**src/rtl/param_cam.sv**
```systemverilog
// ---------------------------------------------------------------------------
// param_cam
//   Parameterised content-addressable memory. It has DEPTH entries, and each
//   entry holds a WIDTH-bit word and a valid bit.
//   Operations are WRITE, INVALIDATE and SEARCH.
//   SEARCH returns the result one cycle later:
//     - found:      at least one valid entry matched the key
//     - match_addr: the lowest matching index
//     - multi:      two or more valid entries matched the key
//   The occupancy count and the full flag are registered.
// ---------------------------------------------------------------------------
module param_cam #(
    parameter  int WIDTH = 8,
    parameter  int DEPTH = 16,
    localparam int AW    = $clog2(DEPTH)
) (
    input  logic             clk,
    input  logic             rst_n,
    input  logic             ena,
    input  logic [1:0]       op,
    input  logic [AW-1:0]    addr,
    input  logic [WIDTH-1:0] data,
    output logic             result_valid,
    output logic             found,
    output logic [AW-1:0]    match_addr,
    output logic             multi,
    output logic [AW:0]      count,
    output logic             full
);

    typedef enum logic [1:0] {
        OP_NOP    = 2'b00,
        OP_SEARCH = 2'b01,
        OP_WRITE  = 2'b10,
        OP_INVAL  = 2'b11
    } op_e;

    // DEPTH expressed in the count width. It always fits, because DEPTH <= 2**AW.
    localparam logic [AW:0] DEPTH_W = (AW+1)'(DEPTH);

    // -----------------------------------------------------------------------
    // Storage and registered outputs
    // -----------------------------------------------------------------------
    logic [WIDTH-1:0] r_mem [DEPTH];
    logic [DEPTH-1:0] r_valid;

    logic             r_result_valid;
    logic             r_found;
    logic [AW-1:0]    r_match_addr;
    logic             r_multi;
    logic [AW:0]      r_count;
    logic             r_full;

    // -----------------------------------------------------------------------
    // Operation decode
    // -----------------------------------------------------------------------
    op_e              w_op;
    logic             w_addr_ok;
    logic             w_do_search;
    logic             w_do_write;
    logic             w_do_inval;
    logic             w_tgt_valid;

    assign w_op        = op_e'(op);
    // When DEPTH is not a power of two, some addr codes name no entry.
    // WRITE and INVALIDATE to those codes are dropped.
    assign w_addr_ok   = ({1'b0, addr} < DEPTH_W);
    assign w_do_search = ena && (w_op == OP_SEARCH);
    assign w_do_write  = ena && (w_op == OP_WRITE) && w_addr_ok;
    assign w_do_inval  = ena && (w_op == OP_INVAL) && w_addr_ok;
    assign w_tgt_valid = w_addr_ok ? r_valid[addr] : 1'b0;

    // -----------------------------------------------------------------------
    // Match vector
    // -----------------------------------------------------------------------
    logic [DEPTH-1:0] w_hit;

    // Compare the key against every entry. Invalid entries can never hit.
    always_comb begin
        // NOTE: every always_comb output gets a default before any branch.
        // If a path skipped an assignment, synthesis would infer a latch.
        w_hit = '0;
        for (int i = 0; i < DEPTH; i++) begin
            w_hit[i] = r_valid[i] && (r_mem[i] == data);
        end
    end

    // -----------------------------------------------------------------------
    // Priority encode and multi-hit detection
    // -----------------------------------------------------------------------
    logic             w_found;
    logic [AW-1:0]    w_match_addr;
    logic             w_multi;

    // Scan upward. The first hit fixes the address; any later hit sets multi.
    always_comb begin
        w_found      = 1'b0;
        w_match_addr = '0;
        w_multi      = 1'b0;
        for (int i = 0; i < DEPTH; i++) begin
            if (w_hit[i]) begin
                if (w_found) begin
                    w_multi = 1'b1;
                end else begin
                    w_match_addr = AW'(i);
                end
                w_found = 1'b1;
            end
        end
    end

    // -----------------------------------------------------------------------
    // Occupancy bookkeeping
    // -----------------------------------------------------------------------
    logic [AW:0]      w_count_nxt;

    // Count changes only when an op actually flips the target's valid bit.
    always_comb begin
        w_count_nxt = r_count;
        if (w_do_write && !w_tgt_valid) begin
            w_count_nxt = r_count + 1'b1;
        end else if (w_do_inval && w_tgt_valid) begin
            w_count_nxt = r_count - 1'b1;
        end
    end

    // -----------------------------------------------------------------------
    // Sequential logic
    // -----------------------------------------------------------------------

    // Data words: written on WRITE only, and never while reset is asserted.
    always_ff @(posedge clk) begin
        // NOTE: the data array has no reset. The valid bits gate every use of
        // a word, so a reset here would only cost a mux per bit.
        if (rst_n && w_do_write) begin
            r_mem[addr] <= data;
        end
    end

    // Valid bits: set by WRITE, cleared by INVALIDATE, all cleared by reset.
    always_ff @(posedge clk) begin
        // NOTE: state uses non-blocking assignments, so every flop samples
        // its inputs from before the edge, whatever order the blocks run in.
        if (!rst_n) begin
            r_valid <= '0;
        end else if (w_do_write) begin
            r_valid[addr] <= 1'b1;
        end else if (w_do_inval) begin
            r_valid[addr] <= 1'b0;
        end
    end

    // Search result: pulse valid for one cycle; hold the other fields until
    // the next result.
    always_ff @(posedge clk) begin
        if (!rst_n) begin
            r_result_valid <= 1'b0;
            r_found        <= 1'b0;
            r_match_addr   <= '0;
            r_multi        <= 1'b0;
        end else begin
            r_result_valid <= w_do_search;
            if (w_do_search) begin
                r_found      <= w_found;
                r_match_addr <= w_match_addr;
                r_multi      <= w_multi;
            end
        end
    end

    // Registered count and full flag, both taken from the next-count value.
    always_ff @(posedge clk) begin
        if (!rst_n) begin
            r_count <= '0;
            r_full  <= 1'b0;
        end else begin
            r_count <= w_count_nxt;
            r_full  <= (w_count_nxt == DEPTH_W);
        end
    end

    assign result_valid = r_result_valid;
    assign found        = r_found;
    assign match_addr   = r_match_addr;
    assign multi        = r_multi;
    assign count        = r_count;
    assign full         = r_full;

endmodule

```
**config.mk**
```make
export PLATFORM = sky130hd
export DESIGN_NAME = param_cam
export DESIGN_NICKNAME = d
export VERILOG_FILES = /design/src/rtl/param_cam.sv
export SDC_FILE = /design/constraint.sdc
export NUM_CORES = 1
export LEC_CHECK = 0
export ABC_AREA = 1
export CAP_MARGIN = 20
export CORE_MARGIN = 1
export CORE_UTILIZATION = 35
export CTS_BUF_LIST = sky130_fd_sc_hd__clkbuf_2
export DETAILED_ROUTE_END_ITERATION = 10
export SKIP_LAST_GASP = 1
export SYNTH_ARGS = -nofsm -noshare
export SYNTH_HDL_FRONTEND = slang
export SYNTH_SLANG_ARGS = --single-unit
```
**constraint.sdc**
```tcl
create_clock -name clk -period 5.3 [get_ports clk]
set_input_delay 0.795 -clock clk [delete_from_list [all_inputs] [get_ports clk]]
set_output_delay 0.795 -clock clk [all_outputs]
set_load 0.02 [all_outputs]
```
## Yosys cells after proc, flatten, opt, wreduce, memory -nomap -nowiden

Memory sizes are Yosys's and may differ from the RTL's.
Index checks and enable logic that the tools add are counted.

| storage, ports and cells | value |
|---|---|
| memories | 1 |
| input port bits | 17 |
| bits in registers | 29 |
| memory bits (writable) | 128 |
| output and inout bits | 13 |

| operators by class | value |
|---|---|
| magnitude comparators | 2 |
| reductions and logical operators | 25 |
| bitwise gates (word level) | 3 |
| muxes and demuxes | 86 |
| add/sub/neg operators | 2 |
| equal/unequal tests | 20 |

Memories:

| name | depth | bits a word | rd ports | clocked after memory_dff | write ports | RTL line | text |
|---|---|---|---|---|---|---|---|
| r_mem | 16 | 8 | 16 | 0 | 1 | 44 | `logic [WIDTH-1:0] r_mem [DEPTH];` |

Operators by type and width:

| cell | count |
|---|---|
| $eq 8x8->1 | 16 |
| $mux 4 | 28 |
| $mux 1 | 52 |
| $mux 16 | 2 |
| $logic_and 1x1->1 | 23 |
| $and 16x16->16 | 1 |
| $not 16->16 | 1 |
| $or 16x16->16 | 1 |
| $mux 5 | 2 |
| $add 5x1->5 const B | 1 |
| $eq 5x5->1 const B | 1 |
| $lt 4x5->1 const B | 1 |
| $sub 5x1->5 const B | 1 |
| $bmux 1 s4 | 1 |
| $demux 1 s4 | 1 |
| $eq 2x2->1 const B | 2 |
| $ge 4x1->1 const B | 1 |
| $eq 2x1->1 const B | 1 |
| $reduce_bool 2->1 | 1 |
| $logic_not 1->1 | 1 |

## Depth between registers and ports, before layout

Gate-level depths: netlist (run 1).
An unclocked memory read counts as a cell.

| logic depth | value |
|---|---|
| depth in word-level cells | 34 |
| mapped depth | 19 |
| depth with buffers taken out | 18 |

## Least setup slack after synthesis (run 1)

Ideal clock, no wire load.

| timing path | value |
|---|---|
| path type | in2reg |
| from | input ena |
| to | memory r_mem[10][0] (enable) |
| data required time | 4.905 ns |
| data arrival time | 2.238 ns |
| stages on the path | 5 |
| setup slack | 2.667 ns |
| buffers on the path | 1 |
| cells stage by stage | nand2_1 -> nor2_1 -> nand2_1 -> clkbuf_1 -> nor4_1 |

| between the ends | value |
|---|---|
| cells in the longest elaborated chain, start to end | 4 |

RTL lines:

| item | RTL line | text |
|---|---|---|
| from (decl) | 19 | `input logic ena,` |
| $logic_and 1x1->1 | 69 | `assign w_do_write = ena && (w_op == OP_WRITE) && w_addr_ok;` |
| $logic_and 1x1->1 | 135 | `if (rst_n && w_do_write) begin` |
| $mux 1 | 135 |  |
| $mux 1 (not written as such) | 136 | `r_mem[addr] <= data;` |
| to (decl) | 44 |  |

No other way between the ends.

## Final worst setup path (run 1)

| timing path | value |
|---|---|
| from | input op[1] |
| to | memory r_mem[12][1] (enable) |

| between the ends | value |
|---|---|
| cells in the longest elaborated chain, start to end | 5 |

RTL lines:

| item | RTL line | text |
|---|---|---|
| from (decl) | 20 | `input logic [1:0] op,` |
| $eq 2x2->1 | 69 |  |
| $logic_and 1x1->1 | 69 |  |
| $logic_and 1x1->1 | 135 |  |
| $mux 1 | 135 |  |
| $mux 1 (not written as such) | 136 |  |

No other way between the ends.

==> parameters.txt, run 1 <==
Parameter                              Value

CTS
  Clock tree from TritonCTS    done
  Number of clock sinks    157
  CTS root buf    sky130_fd_sc_hd__clkbuf_2
  Deepest level of the CTS H-tree    4
  Number of setup buffers added after CTS    0
  Clock buffer depth    2
  Clock network latency to the later pin of the worst-skew pair    0.74 ns
  Post-cts gate resize count    0
  TritonCTS buffer count    17
  Number of buffers inserted by hold repair at cts    0
  Post-CTS clock slew at the launch and capture registers of the worst setup and hold paths    0.20 ns

Worst setup path
  Critical path's largest stage delay    0.99 ns
  Crit path DAT    3.43 ns
  Library cell appearing most often on the critical path    sky130_fd_sc_hd__nand2_1
  Highest net fanout along the worst path    27
  Largest delay contributor family on the critical path    simple AND/OR/NAND/NOR gates
  Cell with the biggest individual delay on the critical path    sky130_fd_sc_hd__nor3_1
  CP Cell Sequence    clkdlybuf4s50_1 > nand2_1 > nor2_1 > nand2_1 > nor3_1
  Type of destination of the critical path    flip-flop
  Type of the setup path with the least slack    in2reg
  Critical path buffer and inverter count    1
  Critical Path RT    5.66 ns
  Kind of launch point of the worst setup path    input port
  Register-to-register path setup slack    3.20 ns

Timing
  Setup tns final    0 ns
  Timing-limited maximum frequency    325 MHz
  Relative slew margins    31.2%
  Max-slew violation count    0
  Tightest hold margin    0.495 ns
  Share of the cycle needed by the critical path after routing    58.0%
  RSZ-0062 raised after global routing    false
  Final Hold Fails    0
  Final setup violation count    0
  Min Tclk post-route    3.07 ns
  Slew of the pin with the lowest slew margin    1.02 ns
  Setup Skew    0.0290 ns

Synthesis
  Post-synth ARST share    0%
  Top post-synthesis cells by area    sky130_fd_sc_hd__edfxtp_1 44%, sky130_fd_sc_hd__nand2_1 14%, sky130_fd_sc_hd__dfxtp_1 6.6%, sky130_fd_sc_hd__nor2_1 6.3%, sky130_fd_sc_hd__inv_1 6.2%
  Simple-gate share of the synthesized area    30.2%
  Synth Register Bits    157
  Dominant combinational cell family by area after synthesis    simple AND/OR/NAND/NOR gates
  Post-Syn Instances    1093
  Average cell area after synthesis    8.06 µm²
  Count of flip-flops with a built-in enable after synthesis    128
  Dominant cell type by area after synthesis    sky130_fd_sc_hd__edfxtp_1
  Post-synthesis compound-gate area fraction    6.46%
  Cell area after technology mapping    8810 µm²
  Distinct cell type count of the synthesized netlist    45
  Mux share of post-synthesis cell area    0%
  Top FF cell, synth    sky130_fd_sc_hd__edfxtp_1
  Post-synth top area share    43.6%
  Post-synthesis adder-cell area fraction    0.284%
  Synthesized net count    1112
  Area share of xor/xnor cells in the synthesized design    3.67%
  Count of warnings emitted by yosys    0
  Share of the yosys chip area belonging to registers    50.2%

Global routing
  Pin count of the biggest net entering global routing    37
  Global-route wire length before repair    35400 µm
  Global router's overall resource usage    17.9%
  Via count of the first global-routing pass    6589
  Initial antenna violation count    0
  GR Overflow Total    0

Routing
  Number of vias per cell    4.83
  Average detailed-routed wire length per instance    15.2 µm
  Initial DRC count    432
  Total Wirelength    22300 µm
  Met3 routed wirelength    1150 µm
  DRC Markers    0
  DR vias    7058
  Highest metal layer with signal wires    met4
  Iteration count of the initial detailed-routing pass    5
  Post-DRT Antenna Nets    0
  Met2 wire len    9870 µm
  Metal1 wirelength    10800 µm

Flow run
  Number of max-cap violations    0

Layout
  Layout cell share with drive strength beyond 1    7.56%
  Final core occ    39.0%
  Fill cell count    2544
  Layout-stage area growth over the synthesis result    8.70%
  Final net count    1144
  Final cell count without fillers    1462
  Area used by multi-input combinational logic    3580 µm²
  Diodes inserted    0
  Total area of sequential cells    4420 µm²

Power and ir drop
  Design Power    2.19 mW
  Leakage component of the power    4.04 nW
  Power per unit of standard cell area    229 nW/µm²
  Worst IR Drop VDD    0.174 mV

Floorplanning
  Number of standard-cell rows in the floorplan    57
  Count of boundary I/O pins    30
  Starting density of the core    35.9%
  Die Y    161 µm
  Core ar.    24500 µm²
  Horizontal die dimension    161 µm
  Die Area    25800 µm²

Placed design
  Detail Placement HPWL    14900 µm
  Post-placement cell count    1430
  Weighted congestion reported at the end of routability-driven placement    0.887
  Total of buffers placed on input and output ports    29

Min path
  Tightest Hold Check Type    reg2reg

Status
  Status    finished clean
-- worst paths after layout --
check / depth (start not counted) / endpoint / start
max: 5 / r_mem[12][1] / op[1]
min: 2 / flip-flop / flip-flop
max reg2reg: 11 / full / flip-flop
min reg2reg: 2 / flip-flop / flip-flop
-- per-stage QoR --
step	area [µm²]	worst slack [ns]
6_report	9570	2.23
5_1_grt	9570	2.02
4_1_cts	9570	2.28
3_5_place_dp	9350	1.47
3_3_place_gp	9350	1.57
2_1_floorplan	8810	2.67
-- routing by layer --
layer,track usage (%),up-vias
li1,-,3589
met1,24.8,3259
met2,28.4,183
met3,3.33,27
met4,5.37,0
met5,0,-
-- layout by cell type, fill, tap and decap left out, drive strengths merged, types with 10 or more instances in the layout --
| cell type | Yosys | routed |
|---|---|---|
| o211ai | 12 | 12 |
| xnor2 | 23 | 23 |
| o21ai | 51 | 51 |
| xor2 | 13 | 13 |
| a21oi | 23 | 23 |
| nor2 | 164 | 164 |
| edfxtp | 128 | 128 |
| nand3 | 59 | 59 |
| or2 | 10 | 10 |
| clkdlybuf4s50 | 0 | 27 |
| nand4 | 22 | 22 |
| nand2 | 332 | 332 |
| inv | 154 | 161 |
| nor3 | 17 | 17 |
| buf | 20 | 12 |
| dfxtp | 29 | 29 |
| clkbuf | 6 | 17 |
| o22ai | 10 | 10 |
-- report_power, final --
part           switching, mW  leakage (nW)  total [mW]  internal (mW)
Combinational          0.148          2.52       0.209         0.0608
Clock                  0.464         0.132       0.642          0.178
Sequential           0.00471          1.39        1.34           1.34
Total                  0.617          4.04        2.19           1.58
-- final cells by class --
type                       instances  area share, %
clock buffer                      17          0.889
clock inverter                    15           1.42
inverter                         155           6.16
multi-input combinational        755           37.4
sequential                       157           46.2
tap                              324           4.24
timing repair buffer              39           3.71
-- kinds of logic after synthesis --
family          count (synthesis)
compound gates                 99
simple gates                  618
buf+inv                       181
xor+xnor                       36
flops                         157
fa+ha+maj                       2
-- worst register-to-register path, stage by stage, from the launching register on --
cell	delay (ns)
sky130_fd_sc_hd__dfxtp_1	0.37
sky130_fd_sc_hd__inv_1	0.18
sky130_fd_sc_hd__o22ai_1	0.12
sky130_fd_sc_hd__o21ai_0	0.22
sky130_fd_sc_hd__nand2_1	0.13
sky130_fd_sc_hd__o21ai_2	0.33
sky130_fd_sc_hd__inv_1	0.12
sky130_fd_sc_hd__nand2_1	0.07
sky130_fd_sc_hd__o21ai_1	0.07
sky130_fd_sc_hd__xnor2_1	0.21
sky130_fd_sc_hd__nand3_1	0.12
sky130_fd_sc_hd__nor2_1	0.09
-- Yosys cell counts, types with 10 or more instances --
| library cell | n |
|---|---|
| sky130_fd_sc_hd__a21oi_1 | 21 |
| sky130_fd_sc_hd__buf_6 | 13 |
| sky130_fd_sc_hd__dfxtp_1 | 29 |
| sky130_fd_sc_hd__edfxtp_1 | 128 |
| sky130_fd_sc_hd__inv_1 | 145 |
| sky130_fd_sc_hd__nand2_1 | 326 |
| sky130_fd_sc_hd__nand3_1 | 54 |
| sky130_fd_sc_hd__nand4_1 | 21 |
| sky130_fd_sc_hd__nor2_1 | 147 |
| sky130_fd_sc_hd__nor2_2 | 12 |
| sky130_fd_sc_hd__nor3_1 | 17 |
| sky130_fd_sc_hd__o211ai_1 | 12 |
| sky130_fd_sc_hd__o21ai_0 | 41 |
| sky130_fd_sc_hd__o22ai_1 | 10 |
| sky130_fd_sc_hd__xnor2_1 | 23 |
| sky130_fd_sc_hd__xor2_1 | 12 |
(Power assumes the default switching activity.)
==> inputs of run 2 (changes only) <==
- clock period: 5.3 -> 2.9 ns (I/O delays scaled with it)
==> parameters.txt, run 2 (synthesis results as in run 1) <==
Parameter                              Value

Power and ir drop
  Power per unit of standard cell area    412 nW/µm² (+80%)
  Leakage component of the power    4.35 nW (+7.8%)
  Worst IR Drop VDD    0.241 mV (+38%)
  Design Power    4.16 mW (+90%)

Layout
  Layout cell share with drive strength beyond 1    11.1% (+3.6 points)
  Most common cell after layout, fill and taps aside    sky130_fd_sc_hd__nand2_1
  Final net count    1192 (+4.2%)
  Most frequent cells in the layout    326 x sky130_fd_sc_hd__nand2_1, 147 x sky130_fd_sc_hd__nor2_1, 145 x sky130_fd_sc_hd__inv_1, 128 x sky130_fd_sc_hd__edfxtp_1, 54 x sky130_fd_sc_hd__nand3_1
  Layout-stage area growth over the synthesis result    14.8%
  Final non-filler cell area    10100 µm² (+5.6%)

Worst setup path
  Critical path's largest stage delay    0.66 ns (-0.33 ns)
  Cell with the biggest individual delay on the critical path    sky130_fd_sc_hd__clkdlybuf4s50_1
  Critical Path RT    2.47 ns (-3.19 ns)
  Highest net fanout along the worst path    8 (-70%)
  Worst-case reg-to-reg path depth    16 (+5)
  Type of destination of the critical path    output pin
  Type of the setup path with the least slack    reg2out
  Endpoint of the lowest-slack register-to-register path    multi
  Register-to-register path setup slack    0.86 ns (-2.34 ns)
  Largest delay contributor family on the critical path    buffers and inverters
  CP Cell Sequence    clkdlybuf4s50_1
  Startpoint of the worst-slack reg-to-reg timing path    r_mem[1][3]
  Critical path buffer and inverter count    1 (unchanged)
  Crit path DAT    1.91 ns (-1.52 ns)
  Kind of launch point of the worst setup path    flip-flop

Floorplanning
  Die Area    25800 µm² (unchanged)
  Starting density of the core    35.9% (unchanged)
  Number of standard-cell rows in the floorplan    57 (unchanged)
  Core ar.    24500 µm² (unchanged)
  Horizontal die dimension    161 µm (unchanged)
  Die Y    161 µm (unchanged)
  Count of boundary I/O pins    30 (unchanged)

Placed design
  Weighted congestion reported at the end of routability-driven placement    0.892 (+0.54%)
  Total cell area at the placement stage    9850 µm² (+5.4%)
  Total of buffers placed on input and output ports    29 (unchanged)
  Detail Placement HPWL    16700 µm (+12%)

CTS
  TritonCTS buffer count    17 (unchanged)
  Number of setup buffers added after CTS    0 (unchanged)
  CTS root buf    sky130_fd_sc_hd__clkbuf_2
  Post-CTS clock slew at the launch and capture registers of the worst setup and hold paths    0.25 ns (+0.05 ns)
  Number of clock sinks    157 (unchanged)
  Clock buffer depth    2 (unchanged)
  Clock network latency to the later pin of the worst-skew pair    0.74 ns (about the same)
  Deepest level of the CTS H-tree    4 (unchanged)
  Clock tree from TritonCTS    done

Routing
  Total Wirelength    23000 µm (+3.1%)
  Iteration count of the initial detailed-routing pass    6 (+1)
  Average detailed-routed wire length per instance    15.2 µm (-0.22%)
  Initial DRC count    518 (+20%)
  DRC Markers    0 (unchanged)
  Number of vias per cell    4.77 (-1.3%)
  DR vias    7202 (+2.0%)
  Post-DRT Antenna Nets    0 (unchanged)

Global routing
  Via count of the first global-routing pass    6746 (+2.4%)
  Global router's overall resource usage    18.4% (+0.48 points)
  Pin count of the biggest net entering global routing    31 (-16%)
  GR Overflow Total    0 (unchanged)
  Initial antenna violation count    1 (+1)
  Global-route wire length before repair    36300 µm (+2.5%)

Timing
  Slew of the pin with the lowest slew margin    0.472 ns (-0.552 ns)
  Setup tns final    0 ns (unchanged)
  Final setup violation count    0 (unchanged)
  Setup Skew    0.0362 ns (+0.00724 ns)
  Relative slew margins    68.5% (+37 points)
  RSZ-0062 raised after global routing    false
  Min Tclk post-route    2.34 ns
  Max-slew violation count    0 (unchanged)
  Timing-limited maximum frequency    427 MHz
  Final Hold Fails    0 (unchanged)
  Share of the cycle needed by the critical path after routing    80.8%

Min path
  Hold EP    r_mem[2][4]
  Tightest Hold Check Type    in2reg
  Hold_sp    data[4]
  Hold Path Cell Cnt    1 (-1)

Status
  Status    finished clean

Flow run
  Number of max-cap violations    0 (unchanged)
[run 2: changes by cell type in the layout (fill, tap and decap cells not counted)]
cell	change
sky130_fd_sc_hd__dlygate4sd3_1	+1
sky130_fd_sc_hd__bufinv_16	+2
sky130_fd_sc_hd__inv_6	-6
sky130_fd_sc_hd__clkinvlp_4	-1
sky130_fd_sc_hd__buf_4	+35
sky130_fd_sc_hd__buf_12	+12
sky130_fd_sc_hd__clkinv_2	+2
sky130_fd_sc_hd__clkinv_1	+1
sky130_fd_sc_hd__clkbuf_2	+2
sky130_fd_sc_hd__diode_2	+1
[run 2: worst reg2reg max path: stages, from the launching register on]
cell and delay, ns:
sky130_fd_sc_hd__edfxtp_1 0.48, sky130_fd_sc_hd__inv_1 0.09, sky130_fd_sc_hd__nand2_1 0.08, sky130_fd_sc_hd__nand2_1 0.07
sky130_fd_sc_hd__nor2_1 0.06, sky130_fd_sc_hd__nand3_1 0.08, sky130_fd_sc_hd__nor2_1 0.05, sky130_fd_sc_hd__nor2_2 0.20
sky130_fd_sc_hd__nand2_1 0.13, sky130_fd_sc_hd__nor2_4 0.17, sky130_fd_sc_hd__nand2_1 0.09, sky130_fd_sc_hd__nand2_1 0.06
sky130_fd_sc_hd__nand2_1 0.04, sky130_fd_sc_hd__nor3_1 0.15, sky130_fd_sc_hd__nand4_1 0.12, sky130_fd_sc_hd__nand2_1 0.07
sky130_fd_sc_hd__inv_1 0.03
[run 2: layout make-up]
type                       instances  area (µm²)
timing repair buffer              87         868
clock inverter                    13         150
clock buffer                      19        95.1
inverter                         155         589
antenna                            1        2.50
sequential                       157        4420
multi-input combinational        755        3580
fill                            2480       14400
tap                              324         405
[run 2: per-stage QoR]
step           setup slack, ns  hold WS, ns  utilization [%]  cells
3_5_place_dp            0.0623        0.470             40.2   1477
3_3_place_gp            0.0593        0.459             40.2   1477
2_1_floorplan            0.627        0.445                -   1093
5_1_grt                  0.418       0.0274             41.2   1511
4_1_cts                  0.491       0.0381             41.2   1510
6_report                 0.557        0.101             41.2   1511
[run 2: worst max-delay path by stage]
stage | slack (ns) | start | to | cells after the start
floorplan | 0.63 | ena | r_mem[10][0] | 5
global placement | 0.06 | data[5] | match_addr[2] | 15
detailed placement | 0.06 | data[5] | match_addr[0] | 17
CTS | 0.49 | count[2] | count[2] | 1
global route | 0.42 | count[2] | count[2] | 1
finish | 0.56 | count[2] | count[2] | 1
[run 2: timing repair]
action                                  CTS  global route
hold buffers                              1             0
endpoints found under the setup margin    0             0
endpoints found under the hold margin     1             0
resized for setup                         0             0
[run 2: where the power goes]
| part | internal, mW | total (mW) | switching (mW) |
|---|---|---|---|
| combinational | 0.158 | 0.435 | 0.278 |
| sequential | 2.45 | 2.46 | 0.00854 |
| clock | 0.480 | 1.27 | 0.794 |
[run 2: layer usage]
layer / up-vias / wire [µm] / global-route usage [%]
met2: 177 / 10400 / 29.4
met1: 3313 / 10800 / 24.9
met4: 0 / 410 / 5.54
met5: - / 0 / 0
li1: 3684 / - / -
met3: 28 / 1310 / 3.95
==> inputs of run 3 (changes only) <==
- clock period: 2.9 -> 2.1 ns (I/O delays scaled with it)
==> parameters.txt, run 3 (synthesis results as in run 1) <==
Parameter                              Value

Power and ir drop
  Sw frac    26.5% (+0.56 points)
  Relative contribution of combinational cells to total power    11.6% (+1.1 points)
  Design Power    5.88 mW (+41%)
  Clock network fraction of design power    30.7% (about the same)
  Sequential Power Share    57.7% (-1.3 points)
  Total internal power    4.32 mW (+40%)
  Switching power total    1.56 mW (+44%)
  Worst IR Drop VDD    0.485 mV (+100%)
  Power per unit of standard cell area    538 nW/µm² (+31%)
  Leakage component of the power    4.94 nW (+13%)

Timing
  Final Hold Fails    0 (unchanged)
  RSZ-0062 raised after global routing    true
  Final setup violation count    0 (unchanged)
  Relative slew margins    68.5% (about the same)
  Max-slew violation count    0 (unchanged)
  Setup Skew    0.0371 ns (+0.000827 ns)
  Min Tclk post-route    1.99 ns
  Share of the cycle needed by the critical path after routing    94.7%
  Setup tns final    0 ns (unchanged)
  Slew of the pin with the lowest slew margin    0.473 ns (+0.000492 ns)
  Timing-limited maximum frequency    503 MHz

Floorplanning
  Die Area    25800 µm² (unchanged)
  Horizontal die dimension    161 µm (unchanged)
  Count of boundary I/O pins    30 (unchanged)
  Number of standard-cell rows in the floorplan    57 (unchanged)
  Starting density of the core    35.9% (unchanged)
  Core ar.    24500 µm² (unchanged)
  Die Y    161 µm (unchanged)

Layout
  Most common cell after layout, fill and taps aside    sky130_fd_sc_hd__nand2_1
  Final net count    1289 (+8.1%)
  Final core occ    44.5% (+3.3 points)
  Most frequent cells in the layout    323 x sky130_fd_sc_hd__nand2_1, 144 x sky130_fd_sc_hd__inv_1, 142 x sky130_fd_sc_hd__nor2_1, 141 x sky130_fd_sc_hd__buf_4, 128 x sky130_fd_sc_hd__edfxtp_1
  Final non-filler cell area    10900 µm² (+8.1%)
  Final cell count without fillers    1612 (+6.7%)
  Layout cell share with drive strength beyond 1    18.9% (+7.8 points)
  Layout-stage area growth over the synthesis result    24.1%

Worst setup path
  Type of destination of the critical path    flip-flop
  Critical Path RT    2.76 ns (+0.29 ns)
  Highest net fanout along the worst path    22 (+14)
  Crit path DAT    2.65 ns (+0.74 ns)
  Type of the setup path with the least slack    in2reg
  Library cell appearing most often on the critical path    sky130_fd_sc_hd__nand2_1
  CP Cell Sequence    dlygate4sd3_1 > buf_2 > buf_12 > inv_4 > nand2_1 > nand2_1 > inv_1 > nand2_1 > nor2_1 > nand3b_1 > nand2_1 > nor2_2 > buf_4 > nand2_2 > nor2_2 > inv_1 > o21ai_1 > o21ai_1 > a31oi_1
  Kind of launch point of the worst setup path    input port
  Critical path's largest stage delay    0.53 ns (-0.13 ns)
  Cell with the biggest individual delay on the critical path    sky130_fd_sc_hd__dlygate4sd3_1

Routing
  Initial DRC count    508 (-1.9%)
  Post-DRT Antenna Nets    0 (unchanged)
  Average detailed-routed wire length per instance    14.8 µm (-2.6%)
  Total Wirelength    23900 µm (+3.9%)
  DRC Markers    0 (unchanged)
  Iteration count of the initial detailed-routing pass    5 (-1)
  DR vias    7562 (+5.0%)
  Number of vias per cell    4.69 (-1.6%)

CTS
  Number of clock sinks    157 (unchanged)
  TritonCTS buffer count    17 (unchanged)
  CTS root buf    sky130_fd_sc_hd__clkbuf_2
  Clock network latency to the later pin of the worst-skew pair    0.74 ns (about the same)
  Deepest level of the CTS H-tree    4 (unchanged)
  Clock buffer depth    2 (unchanged)
  Clock tree from TritonCTS    done
  Post-CTS clock slew at the launch and capture registers of the worst setup and hold paths    0.26 ns (about the same)

Global routing
  Via count of the first global-routing pass    7149 (+6.0%)
  Initial antenna violation count    1 (unchanged)
  Global-route wire length before repair    37900 µm (+4.3%)
  Global router's overall resource usage    19.1% (+0.74 points)
  Pin count of the biggest net entering global routing    23 (-26%)
  GR Overflow Total    0 (unchanged)

Placed design
  Detail Placement HPWL    18100 µm (+8.1%)
  Total of buffers placed on input and output ports    29 (unchanged)
  Weighted congestion reported at the end of routability-driven placement    0.884 (-0.87%)
  Total cell area at the placement stage    10600 µm² (+7.1%)
  Post-placement cell count    1569 (+6.2%)

Min path
  Tightest Hold Check Type    in2reg

Flow run
  Number of max-cap violations    0 (unchanged)

Status
  Status    finished clean
-- run 3: changes by cell type in the layout (fill, tap and decap cells not counted), sizes merged, moves of 2 or more --
cell           before  now
dlygate4sd2         0    7
dlymetal6s2s        0    5
clkbuf             19   17
diode               1    5
clkdlybuf4s50      27   15
buf                59  155
inv               155  157
-- run 3: stage by stage --
| step | setup WS, ns | hold WS [ns] |
|---|---|---|
| finish | 0.112 | 0.364 |
| global route | -0.0900 | 0.316 |
| CTS | 0.000783 | 0.313 |
| detailed placement | -0.644 | 0.473 |
| global placement | -0.641 | 0.460 |
| floorplan | 0.171 | 0.414 |
-- run 3: critical path, delay by kind of cell --
family,cells,cell delay [ns]
AO/OA/AOI/OAI,3,0.34
buffers and inverters,7,1.22
AND/OR/NAND/NOR,9,0.76
-- run 3: timing repair --
| action | CTS | global route |
|---|---|---|
| endpoints found under the setup margin | 7 | 9 |
| pin swaps | 0 | 7 |
| endpoints found under the hold margin | 16 | 0 |
| hold buffers | 2 | 0 |
| buffers inserted | 0 | 4 |
| cloned | 0 | 0 |
| gates resized for setup | 10 | 22 |
-- run 3: worst paths after layout --
path / cells after the start / slack (ns) / startpoint / endpoint
hold / removal: 2 / 0.36 / data[5] / r_mem[2][5]
hold reg to reg: 2 / 0.49 / flip-flop / flip-flop
setup reg to reg: 16 / 0.11 / r_mem[1][7] / multi
setup / recovery: 19 / 0.11 / data[4] / match_addr[2]
-- run 3: per-layer routing --
layer | track usage (%) | part of all wire, % | vias up | routed length, µm
met4 | 5.28 | 1.6 | 0 | 384
met3 | 3.00 | 3.3 | 27 | 792
met5 | 0 | 0 | - | 0
met1 | 25.9 | 48 | 3517 | 11400
met2 | 31.7 | 47 | 128 | 11300
li1 | - | - | 3890 | -
-- run 3: final cells by class --
| type | instances | area [µm²] |
|---|---|---|
| inverters | 155 | 592 |
| repair buffers | 184 | 1600 |
| diodes | 5 | 12.5 |
| clock buffers | 17 | 85.1 |
| flip-flops and latches | 157 | 4430 |
| fillers | 2450 | 13600 |
| multi-input cells | 755 | 3630 |
| clock inverters | 15 | 169 |
| well taps | 324 | 405 |
-- run 3: power by group through the flow --
| stage | Sequential, mW | Clock (mW) | Combinational (mW) |
|---|---|---|---|
| 2_1_floorplan | 3.46 | 0 | 0.328 |
| 3_3_place_gp | 3.46 | 0 | 0.679 |
| 3_5_place_dp | 3.46 | 0 | 0.686 |
| 6_report | 3.39 | 1.80 | 0.685 |
| 4_1_cts | 3.39 | 1.84 | 0.688 |
| 5_1_grt | 3.39 | 1.97 | 0.752 |
